--- src/rtl/pipe_mem_access.sv ---
// rtl/pipe_mem_access.sv - M-stage data-memory access with bus handshake and MEM/WB register
//
// Purpose:
//   Turns the M-stage control/data from the EX/MEM register into a single
//   request/acknowledge data-bus transaction, stalls the earlier pipeline
//   stages while the bus is busy, and owns the MEM/WB pipeline register.
//   A memory op takes the IDLE cycle (latch the bus fields) plus at least one
//   REQ cycle. A non-memory op passes straight through in one cycle.
//
// Configuration:
//   PIPE_MEM_TIMEOUT_EN - when defined, a REQ that sees no mem_ack for
//                         ACK_TIMEOUT cycles is dropped. It writes a bubble
//                         into MEM/WB and pulses mem_err for one cycle.
//                         When undefined, REQ waits forever and mem_err is 0.
//
// Ports:
//   clock                  rising-edge clock
//   resetn                 synchronous active-low reset
//   mwreg, mm2reg, mwmem   M-stage control (register write, load, store)
//   malu, mb               M-stage address/ALU result and store data
//   mrn                    M-stage destination register
//   mstall                 combinational hold request to EX/MEM and earlier
//   mem_req, mem_we        data-bus request and write enable
//   mem_addr, mem_wdata    data-bus address and write data
//   mem_ack, mem_rdata     data-bus completion and read data
//   wwreg, wm2reg          MEM/WB control
//   wmo, walu              MEM/WB load data and ALU result
//   wrn                    MEM/WB destination register
//   mem_err                one-cycle bus-timeout pulse

module pipe_mem_access #(
    parameter int ACK_TIMEOUT = 16
) (
    input  logic        clock,
    input  logic        resetn,
    input  logic        mwreg,
    input  logic        mm2reg,
    input  logic        mwmem,
    input  logic [31:0] malu,
    input  logic [31:0] mb,
    input  logic [4:0]  mrn,
    output logic        mstall,
    output logic        mem_req,
    output logic        mem_we,
    output logic [31:0] mem_addr,
    output logic [31:0] mem_wdata,
    input  logic        mem_ack,
    input  logic [31:0] mem_rdata,
    output logic        wwreg,
    output logic        wm2reg,
    output logic [31:0] wmo,
    output logic [31:0] walu,
    output logic [4:0]  wrn,
    output logic        mem_err
);

    typedef enum logic {
        IDLE = 1'b0,
        REQ  = 1'b1
    } state_t;

    state_t state;
    logic   memop;
    logic   timeout;

    // A store wins when both load and store are flagged.
    assign memop = mm2reg | mwmem;

`ifdef PIPE_MEM_TIMEOUT_EN
    localparam int CW = (ACK_TIMEOUT > 1) ? $clog2(ACK_TIMEOUT) : 1;

    logic [CW-1:0] req_cnt;

    // req_cnt holds the 0-based index of the current REQ cycle, so the
    // last allowed REQ cycle is ACK_TIMEOUT-1. An ack on that cycle still wins.
    assign timeout = (state == REQ) && !mem_ack &&
                     (req_cnt == CW'(ACK_TIMEOUT - 1));

    always_ff @(posedge clock) begin
        if (!resetn || state != REQ) begin
            req_cnt <= '0;
        end else begin
            req_cnt <= req_cnt + 1'b1;
        end
    end

    always_ff @(posedge clock) begin
        if (!resetn) begin
            mem_err <= 1'b0;
        end else begin
            mem_err <= timeout;
        end
    end
`else
    assign timeout = 1'b0;
    assign mem_err = 1'b0;
`endif

    // The stall drops in the final REQ cycle (ack or timeout). The
    // instruction held in M then retires on the same edge as the FSM
    // returns to IDLE.
    always_comb begin
        mstall = 1'b0;
        case (state)
            IDLE:    mstall = memop;
            REQ:     mstall = !mem_ack && !timeout;
            default: mstall = 1'b0;
        endcase
    end

    always_ff @(posedge clock) begin
        if (!resetn) begin
            state     <= IDLE;
            mem_req   <= 1'b0;
            mem_we    <= 1'b0;
            mem_addr  <= '0;
            mem_wdata <= '0;
            wwreg     <= 1'b0;
            wm2reg    <= 1'b0;
            wmo       <= '0;
            walu      <= '0;
            wrn       <= '0;
        end else begin
            case (state)
                IDLE: begin
                    if (memop) begin
                        // Latch the bus fields once. They stay frozen for
                        // the whole REQ phase even though M keeps driving
                        // them, because the stall holds EX/MEM.
                        state     <= REQ;
                        mem_req   <= 1'b1;
                        mem_we    <= mwmem;
                        mem_addr  <= malu;
                        mem_wdata <= mb;
                        wwreg     <= 1'b0;
                        wm2reg    <= 1'b0;
                        wmo       <= '0;
                        walu      <= '0;
                        wrn       <= '0;
                    end else begin
                        wwreg     <= mwreg;
                        wm2reg    <= 1'b0;
                        wmo       <= '0;
                        walu      <= malu;
                        wrn       <= mrn;
                    end
                end

                REQ: begin
                    if (mem_ack) begin
                        state     <= IDLE;
                        mem_req   <= 1'b0;
                        mem_we    <= 1'b0;
                        wwreg     <= mwreg;
                        wm2reg    <= mm2reg & ~mwmem;
                        wmo       <= (mm2reg & ~mwmem) ? mem_rdata : 32'h0;
                        walu      <= malu;
                        wrn       <= mrn;
                    end else begin
                        // Still waiting, or giving up on timeout. In both
                        // cases nothing may be written back this cycle.
                        if (timeout) begin
                            state   <= IDLE;
                            mem_req <= 1'b0;
                            mem_we  <= 1'b0;
                        end
                        wwreg     <= 1'b0;
                        wm2reg    <= 1'b0;
                        wmo       <= '0;
                        walu      <= '0;
                        wrn       <= '0;
                    end
                end

                default: begin
                    state   <= IDLE;
                    mem_req <= 1'b0;
                    mem_we  <= 1'b0;
                end
            endcase
        end
    end

endmodule

--- config.mk ---
export PLATFORM = sky130hd
export DESIGN_NAME = pipe_mem_access
export DESIGN_NICKNAME = d
export VERILOG_FILES = /design/src/rtl/pipe_mem_access.sv
export SDC_FILE = /design/constraint.sdc
export NUM_CORES = 1
export LEC_CHECK = 0
export ABC_AREA = 0
export BUFFER_PORTS_ARGS = -buffer_cell sky130_fd_sc_hd__buf_2
export CAP_MARGIN = 10
export CORE_ASPECT_RATIO = 0.8
export CORE_MARGIN = 2
export CORE_UTILIZATION = 25
export DETAILED_ROUTE_END_ITERATION = 6
export MAX_ROUTING_LAYER = met4
export PLACE_DENSITY = 0.61
export SYNTH_ARGS = -nofsm -noshare
export SYNTH_HDL_FRONTEND = slang
export SYNTH_SLANG_ARGS = --single-unit
--- constraint.sdc ---
create_clock -name clock -period 3.6 [get_ports clock]
set_clock_uncertainty 0.15 [all_clocks]
set_input_delay 0.72 -clock clock [delete_from_list [all_inputs] [get_ports clock]]
set_output_delay 0.72 -clock clock [all_outputs]
set_load 0.005 [all_outputs]
=== Yosys cells after proc, flatten, opt, wreduce, memory -nomap -nowiden ===
Index checks and enable logic that the tools add are counted.

* Equality and inequality tests: 2
* Mux-type cells: 23
* Bitwise gates (word level): 4
* Reductions and logical operators: 3

{| class="wikitable"
|+ Operators with widths
! cell !! number
|-
| 32-bit 2-to-1 mux || 4
|-
| 32-bit case mux with 2 select lines || 2
|-
| 1-bit case mux with 2 select lines || 6
|-
| 5-bit 2-to-1 mux || 2
|-
| 5-bit case mux with 2 select lines || 1
|-
| 1-bit 2-to-1 mux || 8
|-
| 2-bit != test (second input constant) || 2
|-
| 2-bit AND reduction || 2
|-
| 1-bit inverter || 2
|-
| 1-bit bitwise AND || 1
|-
| 1-bit logical NOT || 1
|-
| 1-bit OR || 1
|}

* Register bits after elaboration: 138
* Input port bits: 107
* Output and inout bits: 139
* Word-level logic and storage cells: 42

=== Depth between registers and ports, before layout ===
Gate-level depths: netlist (run 1).

* Depth in word-level cells: 5
* Depth in mapped cells: 5
* Depth with buffers taken out: 2

=== Least setup slack after synthesis (run 1) ===
No wires, ideal clock.

* Path kind: input to output
* From: input port mwmem
* To: output port mstall
* Data arrival time: 1.499 ns
* Path slack: 1.231 ns
* Stages: 4
* Path buffers: 2
* Cells stage by stage: or3_1 > buf_2 > buf_6 > and2_1

* Longest elaborated chain between the ends: 2

{| class="wikitable"
|+ RTL lines
! what !! line !! RTL
|-
| start, declared || 38 || <nowiki>input logic mwmem,</nowiki>
|-
| 1-bit OR || 67 || <nowiki>assign memop = mm2reg | mwmem;</nowiki>
|-
| 1-bit case mux with 2 select lines || 104 || <nowiki>case (state)</nowiki>
|-
| end, declared || 42 || <nowiki>output logic mstall,</nowiki>
|}

Every way passes these cells.

=== Worst setup path in the final report (run 1) ===
Ends and elaborated chain as after synthesis.

==> impl_summary.txt, run 1 <==
----------------------------------------------------
[Run status]
  Run status ... finished clean

[Synthesis]
  Share of the synthesized area in the top cell type ... 54.2%
  Post-synth top area cell ... dfxtp_1
  Fraction of the yosys area taken by sequential cells ... 54.2%
  Mean instance size in the synthesized netlist ... 9.68 µm²
  Post-Synthesis Net Count ... 634
  Cell area after technology mapping ... 5100 µm²
  Synthesis Warnings ... 0
  Post-synthesis instance total ... 527
  Distinct cells, synth ... 23
  Top cells by area in the synthesized netlist ... dfxtp_1, mux2i_1, nand2_1, a211oi_2, inv_1
  Register bit count reported by yosys ... 138

[Place]
  Number of input and output port buffers inserted ... 244
  Half-perimeter wire length of the detailed placement result ... 9.85 mm
  Instance count after placement with tap cells included ... 999
  Final weighted congestion in routability-driven placement ... 0.718

[Clocking]
  CTS H-tree lvls ... 4
  CTS Buf Count ... 17
  Root buffer cell ... clkbuf_16
  Clock transition time at the flip-flop clock pins of the worst setup and hold paths ... 0.06 ns
  TritonCTS Sinks ... 138
  Maximum clock path buffer count ... 2
  Post-CTS setup buffer count ... 0
  # resized after CTS ... 0
  Skew-Pair Late Insertion Delay ... 0.41 ns
  Number of buffers inserted by hold repair at cts ... 0
  TritonCTS clock tree ... done

[STA]
  Count of final max-slew check failures ... 0
  Ratio of final minimum period to clock period ... 68.8%
  Number of failing setup endpoints in the final timing report ... 0
  Total negative slack ... 0 ns
  Max-Slew Margin vs Limit ... 30.4%
  RSZ-0062 raised after global routing ... false
  Minimum clock period after layout ... 2.48 ns
  FMAX ... 0.404 GHz
  Least-Margin Pin Slew ... 1.04 ns
  Final hold viol count ... 0

[Route]
  Total number of vias ... 4185
  Remaining design rule violation count ... 0
  Average wire per standard cell ... 13.8 µm
  TritonRoute pass-1 iters ... 6
  Post-DR vias/cell ... 4.06
  DRT iter0 DRCs ... 197
  Antenna Nets Post-Route ... 0
  Detailed-route wire length ... 14.3 mm

[Global routing]
  Overall overflow remaining after global route ... 0
  Largest net degree at the start of global routing ... 111
  Initial antenna violation count ... 0
  Vias in the first global route ... 4167
  First-pass GRT wire length ... 22.0 mm
  Overall fraction of global-route tracks in use ... 13.6%

[Worst setup path]
  Element type at the critical path end ... output pin
  Start-to-end type of the worst setup path ... in -> out
  Number of cells traversed by the worst register-to-register path ... 3
  Category of the worst setup path launch point ... input pin
  Maximum fanout along the worst path ... 4
  Data arrival at the endpoint of the critical path ... 1.61 ns
  Data required time of the critical path ... 2.73 ns

[Layout]
  # diodes ... 0
  Area overhead of the layout relative to synthesis ... 39.9%
  Non-Filler Instances ... 1031
  Area taken by multi-input logic gates ... 1860 µm²
  FILL cells ... 2080
  Share of cells above drive strength 1 ... 42.2%
  Flip-flop and latch area ... 2760 µm²
  Number of nets in the final layout ... 861

[Pwr]
  Power density relative to cell area ... 546 nW/µm²
  Pleak ... 3.70 nW
  Worst voltage drop across the vdd grid ... 0.000219 V

[Min path]
  Path category of the worst min-delay check ... reg -> reg
  Cell count of the worst hold path ... 2

[Floorplan]
  FP Rows ... 46
  Vertical die dimension ... 132 µm
  Effective utilization at floorplan ... 25.6%
  I/O pin count ... 246
  Die W ... 164 µm
  Die area ... 21600 µm²
  Placeable Area ... 19900 µm²

[Flow run]
  Number of max-capacitance violations reported ... 0

----------------------------------------------------
worst max-delay path: stages:
cell,delay [ns]
buf_2,0.12
or3_2,0.45
and2_1,0.17
buf_2,0.14
cells in the final DEF, fill, tap and decap left out, drive strengths merged, types with 3 or more instances in the layout:
cell	synthesis	layout
a211oi	38	38
buf	24	250
bufinv	0	4
clkbuf	18	17
clkinv	0	6
clkinvlp	0	3
dfxtp	138	138
inv	72	74
mux2i	64	64
nand2	129	129
nor3	32	32
flip-flops by register name, summed over array words and instances, names as in the netlist:
signal / cells
mem_wdata: 32
walu: 32
wm2reg: 1
wmo: 32
state: 1
mem_req: 1
wrn: 5
mem_we: 1
mem_addr: 32
wwreg: 1
power breakdown:
group / switching, mW / internal, mW
clock network: 0.691 / 1.16
logic: 0.219 / 0.185
registers: 0.0350 / 1.61
total: 0.945 / 2.95
synthesized netlist by cell type:
cell      number
o21ba_2        1
nor3_1        32
nor2_1         1
buf_6          4
nand2b_1       1
buf_2          9
conb_1         1
and3b_1        1
and2_1         1
buf_1          5
inv_1         72
nand2_1      129
a211oi_2      38
or3_1          1
clkbuf_1      18
dfxtp_1      138
o21a_1         1
mux2i_1       64
a41o_1         1
nand4b_1       1
buf_4          6
a21boi_0       1
and3_1         1
worst paths after layout:
check / slack (ns) / endpoint / start
max: 1.12 / mstall / mwmem
max reg2reg: 1.76 / mem_wdata[13] / state
min reg2reg: 0.30 / mem_addr[1] / mem_addr[1]
min: 0.30 / mem_addr[1] / mem_addr[1]
logic make-up after synthesis:
kind of cell / after synthesis / share of synthesized area, %
and+or+nand+nor: 168 / 13.5
AOI/OAI and AO/OA: 42 / 10.0
other: 1 / 0.0735
muxes: 64 / 12.6
buffers and inverters: 114 / 9.64
DFF: 138 / 54.2
per-stage QoR:
step / hold slack (ns) / utilization [%] / instance area [µm²] / setup slack [ns] / total power [mW]
finish: 0.301 / 35.8 / 7140 / 1.12 / 3.90
floorplan: 0.301 / - / 5100 / 1.23 / 1.90
global route: 0.319 / 35.8 / 7140 / 1.06 / 4.08
global placement: 0.289 / 32.7 / 6510 / 1.12 / 2.08
CTS: 0.306 / 35.8 / 7140 / 1.09 / 3.98
detailed placement: 0.294 / 32.7 / 6510 / 1.12 / 2.09
area by class of cell:
class / count / share of cell area, %
flip-flops and latches: 138 / 38.7
clock inverters: 15 / 2.77
repair buffers: 250 / 18.1
clock buffers: 17 / 5.96
multi-input cells: 275 / 26.0
well taps: 264 / 4.63
inverters: 72 / 3.79
layer usage:
| layer | wire, µm | global-route usage, % | vias to the layer above |
|---|---|---|---|
| met2 | 6400 | 20.7 | 140 |
| met3 | 905 | 4.37 | 12 |
| met1 | 6760 | 17.0 | 1906 |
| li1 | - | - | 2127 |
| met4 | 186 | 4.24 | 0 |
| met5 | 0 | - | - |
Power figures use the tool's default switching activity.
==> inputs of run 2 (changes only) <==
--- a/config.mk
+++ b/config.mk
@@ -13,7 +13,7 @@
 export CORE_UTILIZATION = 25
 export DETAILED_ROUTE_END_ITERATION = 6
 export MAX_ROUTING_LAYER = met4
-export PLACE_DENSITY = 0.61
+export PLACE_DENSITY = 0.62
 export SYNTH_ARGS = -nofsm -noshare
 export SYNTH_HDL_FRONTEND = slang
 export SYNTH_SLANG_ARGS = --single-unit
==> constraint.sdc (replaced) <==
create_clock -name clock -period 2.03 [get_ports clock]
set_clock_uncertainty 0.15 [all_clocks]
set_input_delay 0.406 -clock clock [delete_from_list [all_inputs] [get_ports clock]]
set_output_delay 0.406 -clock clock [all_outputs]
set_load 0.005 [all_outputs]
==> run 2 against run 1 <==
Cell count up 0.58%. Sequential share of layout area down 0.49 points. Utilization up 0.51 points. Flip-flop and latch count unchanged. Critical path type is now reg -> out. Highest routed layer unchanged. Via count up 1.5%. Worst setup slack worse by 1.1 ns. Non-clock buffer count up 5. Worst hold slack worse by 0.25 ns. Critical path depth down 1. Critical endpoint unchanged. Largest cell class unchanged. Cell area up 1.4%.
==> impl_summary.txt, run 2 (synthesis gave the netlist of run 1 again) <==
----------------------------------------------------
[Run status]
  Run status ... finished clean (unchanged)

[Route]
  Average wire per standard cell ... 13.7 µm (was 13.8 µm)
  Remaining design rule violation count ... 0 (unchanged)
  Post-DR vias/cell ... 4.10 (was 4.06)
  Total number of vias ... 4247 (was 4185)
  Antenna Nets Post-Route ... 0 (unchanged)
  TritonRoute pass-1 iters ... 4 (was 6)
  Detailed-route wire length ... 14.2 mm (was 14.3 mm)
  DRT iter0 DRCs ... 188 (was 197)

[Worst setup path]
  Kind of cell adding the most delay to the critical path ... simple AND/OR/NAND/NOR gates (unchanged)
  Critical path buffer and inverter count ... 1 (was 2)
  Series of cell instances along the critical path ... or3_4 > and2_4 > buf_4 (was buf_2 > or3_2 > and2_1 > buf_2)
  Data arrival at the endpoint of the critical path ... 1.41 ns (was 1.61 ns)
  Element type at the critical path end ... output pin (unchanged)
  Maximum fanout along the worst path ... 2 (was 4)
  Start-to-end type of the worst setup path ... reg -> out (was in -> out)
  Category of the worst setup path launch point ... flip-flop (was input pin)
  Critical-path top delay cell ... or3_4 (was or3_2)
  Start point of the critical path ... state (was mwmem)
  Largest stage delay, worst path ... 0.38 ns (was 0.45 ns)
  Startpoint of the worst register-to-register path ... state (unchanged)
  Data required time of the critical path ... 1.47 ns (was 2.73 ns)

[Clocking]
  CTS H-tree lvls ... 4 (unchanged)
  Maximum clock path buffer count ... 2 (unchanged)
  TritonCTS clock tree ... done (unchanged)
  TritonCTS Sinks ... 138 (unchanged)
  Clock transition time at the flip-flop clock pins of the worst setup and hold paths ... 0.06 ns (about the same)
  Skew-Pair Late Insertion Delay ... 0.41 ns (about the same)
  Root buffer cell ... clkbuf_16 (unchanged)
  CTS Buf Count ... 17 (unchanged)

[STA]
  Final hold viol count ... 0 (unchanged)
  Total negative slack ... 0 ns (unchanged)
  FMAX ... 0.510 GHz
  Count of final max-slew check failures ... 0 (unchanged)
  Minimum clock period after layout ... 1.96 ns
  Ratio of final minimum period to clock period ... 96.6%
  Least-Margin Pin Slew ... 0.667 ns (was 1.04 ns)
  Tightest hold margin ... 0.0486 ns (was 0.301 ns)
  Max-Slew Margin vs Limit ... 55.5% (was 30.4%)
  RSZ-0062 raised after global routing ... false (unchanged)
  Number of failing setup endpoints in the final timing report ... 0 (unchanged)

[Floorplan]
  I/O pin count ... 246 (unchanged)
  Die W ... 164 µm (unchanged)
  FP Rows ... 46 (unchanged)
  Effective utilization at floorplan ... 25.6% (unchanged)
  Placeable Area ... 19900 µm² (unchanged)
  Vertical die dimension ... 132 µm (unchanged)
  Die area ... 21600 µm² (unchanged)

[Pwr]
  Internal power ... 5.30 mW (was 2.95 mW)
  P_sw ... 1.68 mW (was 0.945 mW)
  Fraction of power consumed by sequential logic ... 41.7% (was 42.2%)
  Power share of the combinational group ... 10.7% (was 10.4%)
  Power density relative to cell area ... 964 nW/µm² (was 546 nW/µm²)
  Clock network power share ... 47.6% (was 47.5%)
  Worst voltage drop across the vdd grid ... 0.000404 V (was 0.000219 V)
  Switching Share ... 24.1% (was 24.2%)
  Pleak ... 3.75 nW (was 3.70 nW)

[Global routing]
  Overall fraction of global-route tracks in use ... 13.6% (about the same)
  Largest net degree at the start of global routing ... 73 (was 111)
  Overall overflow remaining after global route ... 0 (unchanged)
  Initial antenna violation count ... 1 (was 0)
  First-pass GRT wire length ... 22.1 mm (was 22.0 mm)
  Vias in the first global route ... 4318 (was 4167)

[Flow run]
  Number of max-capacitance violations reported ... 0 (unchanged)

[Layout]
  Number of nets in the final layout ... 866 (was 861)
  Leading cell type in the layout, fill and taps excluded ... buf_2 (unchanged)
  Share of cells above drive strength 1 ... 42.9% (was 42.2%)
  Area overhead of the layout relative to synthesis ... 41.9% (was 39.9%)
  Most frequent cells in the layout ... buf_2, dfxtp_1, nand2_1, inv_1, mux2i_1 (unchanged)

[Place]
  Final weighted congestion in routability-driven placement ... 0.734 (was 0.718)
  Number of input and output port buffers inserted ... 244 (unchanged)
  Half-perimeter wire length of the detailed placement result ... 9.97 mm (was 9.85 mm)

[Min path]
  Path category of the worst min-delay check ... in -> reg (was reg -> reg)
  Worst Min Path Start ... mem_rdata[0] (was mem_addr[1])

----------------------------------------------------
## run 2: cell types whose count changed in the layout (fill, tap and decap cells not counted), sizes merged
cell      before  now
clkbuf        17   18
buf          250  255
clkinvlp       3    4
diode          0    1
clkinv         6    4
## run 2: layout make-up
| type | instances | area [µm²] |
|---|---|---|
| Clock inverter | 14 | 195 |
| Timing Repair Buffer | 255 | 1370 |
| Clock buffer | 18 | 439 |
| Tap cell | 264 | 330 |
| Antenna cell | 1 | 2.50 |
| Inverter | 72 | 270 |
| Multi-Input combinational cell | 275 | 1860 |
| Sequential cell | 138 | 2770 |
| Fill cell | 2079 | 12700 |
## run 2: what timing repair did
| item | CTS | global route |
|---|---|---|
| hold buffers | 0 | 0 |
| setup endpoints to repair | 1 | 0 |
| setup buffers | 1 | 0 |
| gates resized for setup | 5 | 0 |
## run 2: layer usage
layer	GRT usage [%]	vias up	routed length [µm]
met2	21.4	154	6410
li1	-	2139	-
met3	4.72	19	1070
met1	16.0	1935	6360
met5	-	-	0
met4	5.31	0	314
## run 2: worst register-to-register path: cells and delay by family, from the launching register on
| family | cells | cell delay [ns] |
|---|---|---|
| buffers and inverters | 2 | 0.47 |
| AOI/OAI and AO/OA | 1 | 0.39 |
| DFF | 1 | 0.34 |
| muxes | 1 | 0.22 |
## run 2: metrics by stage
step	cell area, µm²	power [mW]	setup WS (ns)	utilization, %	instances
6_report	7240	6.98	0.0689	36.3	1037
5_1_grt	7240	7.29	0.0202	36.3	1037
4_1_cts	7230	7.10	0.0400	36.3	1036
3_5_place_dp	6580	3.72	0.141	33.0	1003
3_3_place_gp	6580	3.71	0.147	33.0	1003
2_1_floorplan	5100	3.37	0.289	-	527
## run 2: path summary, 6_finish.rpt
kind                   endpoint  slack [ns]  cells after the start
hold reg to reg   mem_wdata[26]        0.30                      2
setup reg to reg    mem_addr[7]        0.40                      4
setup / recovery         mstall        0.07                      3
hold / removal           wmo[0]        0.05                      3
## run 2: power by group through the flow
stage / combinational, mW / clock [mW] / sequential (mW)
final: 0.745 / 3.32 / 2.91
after global routing: 0.831 / 3.53 / 2.93
after CTS: 0.762 / 3.42 / 2.91
after detailed placement: 0.752 / 0 / 2.97
after global placement: 0.739 / 0 / 2.97
after floorplan: 0.386 / 0 / 2.99
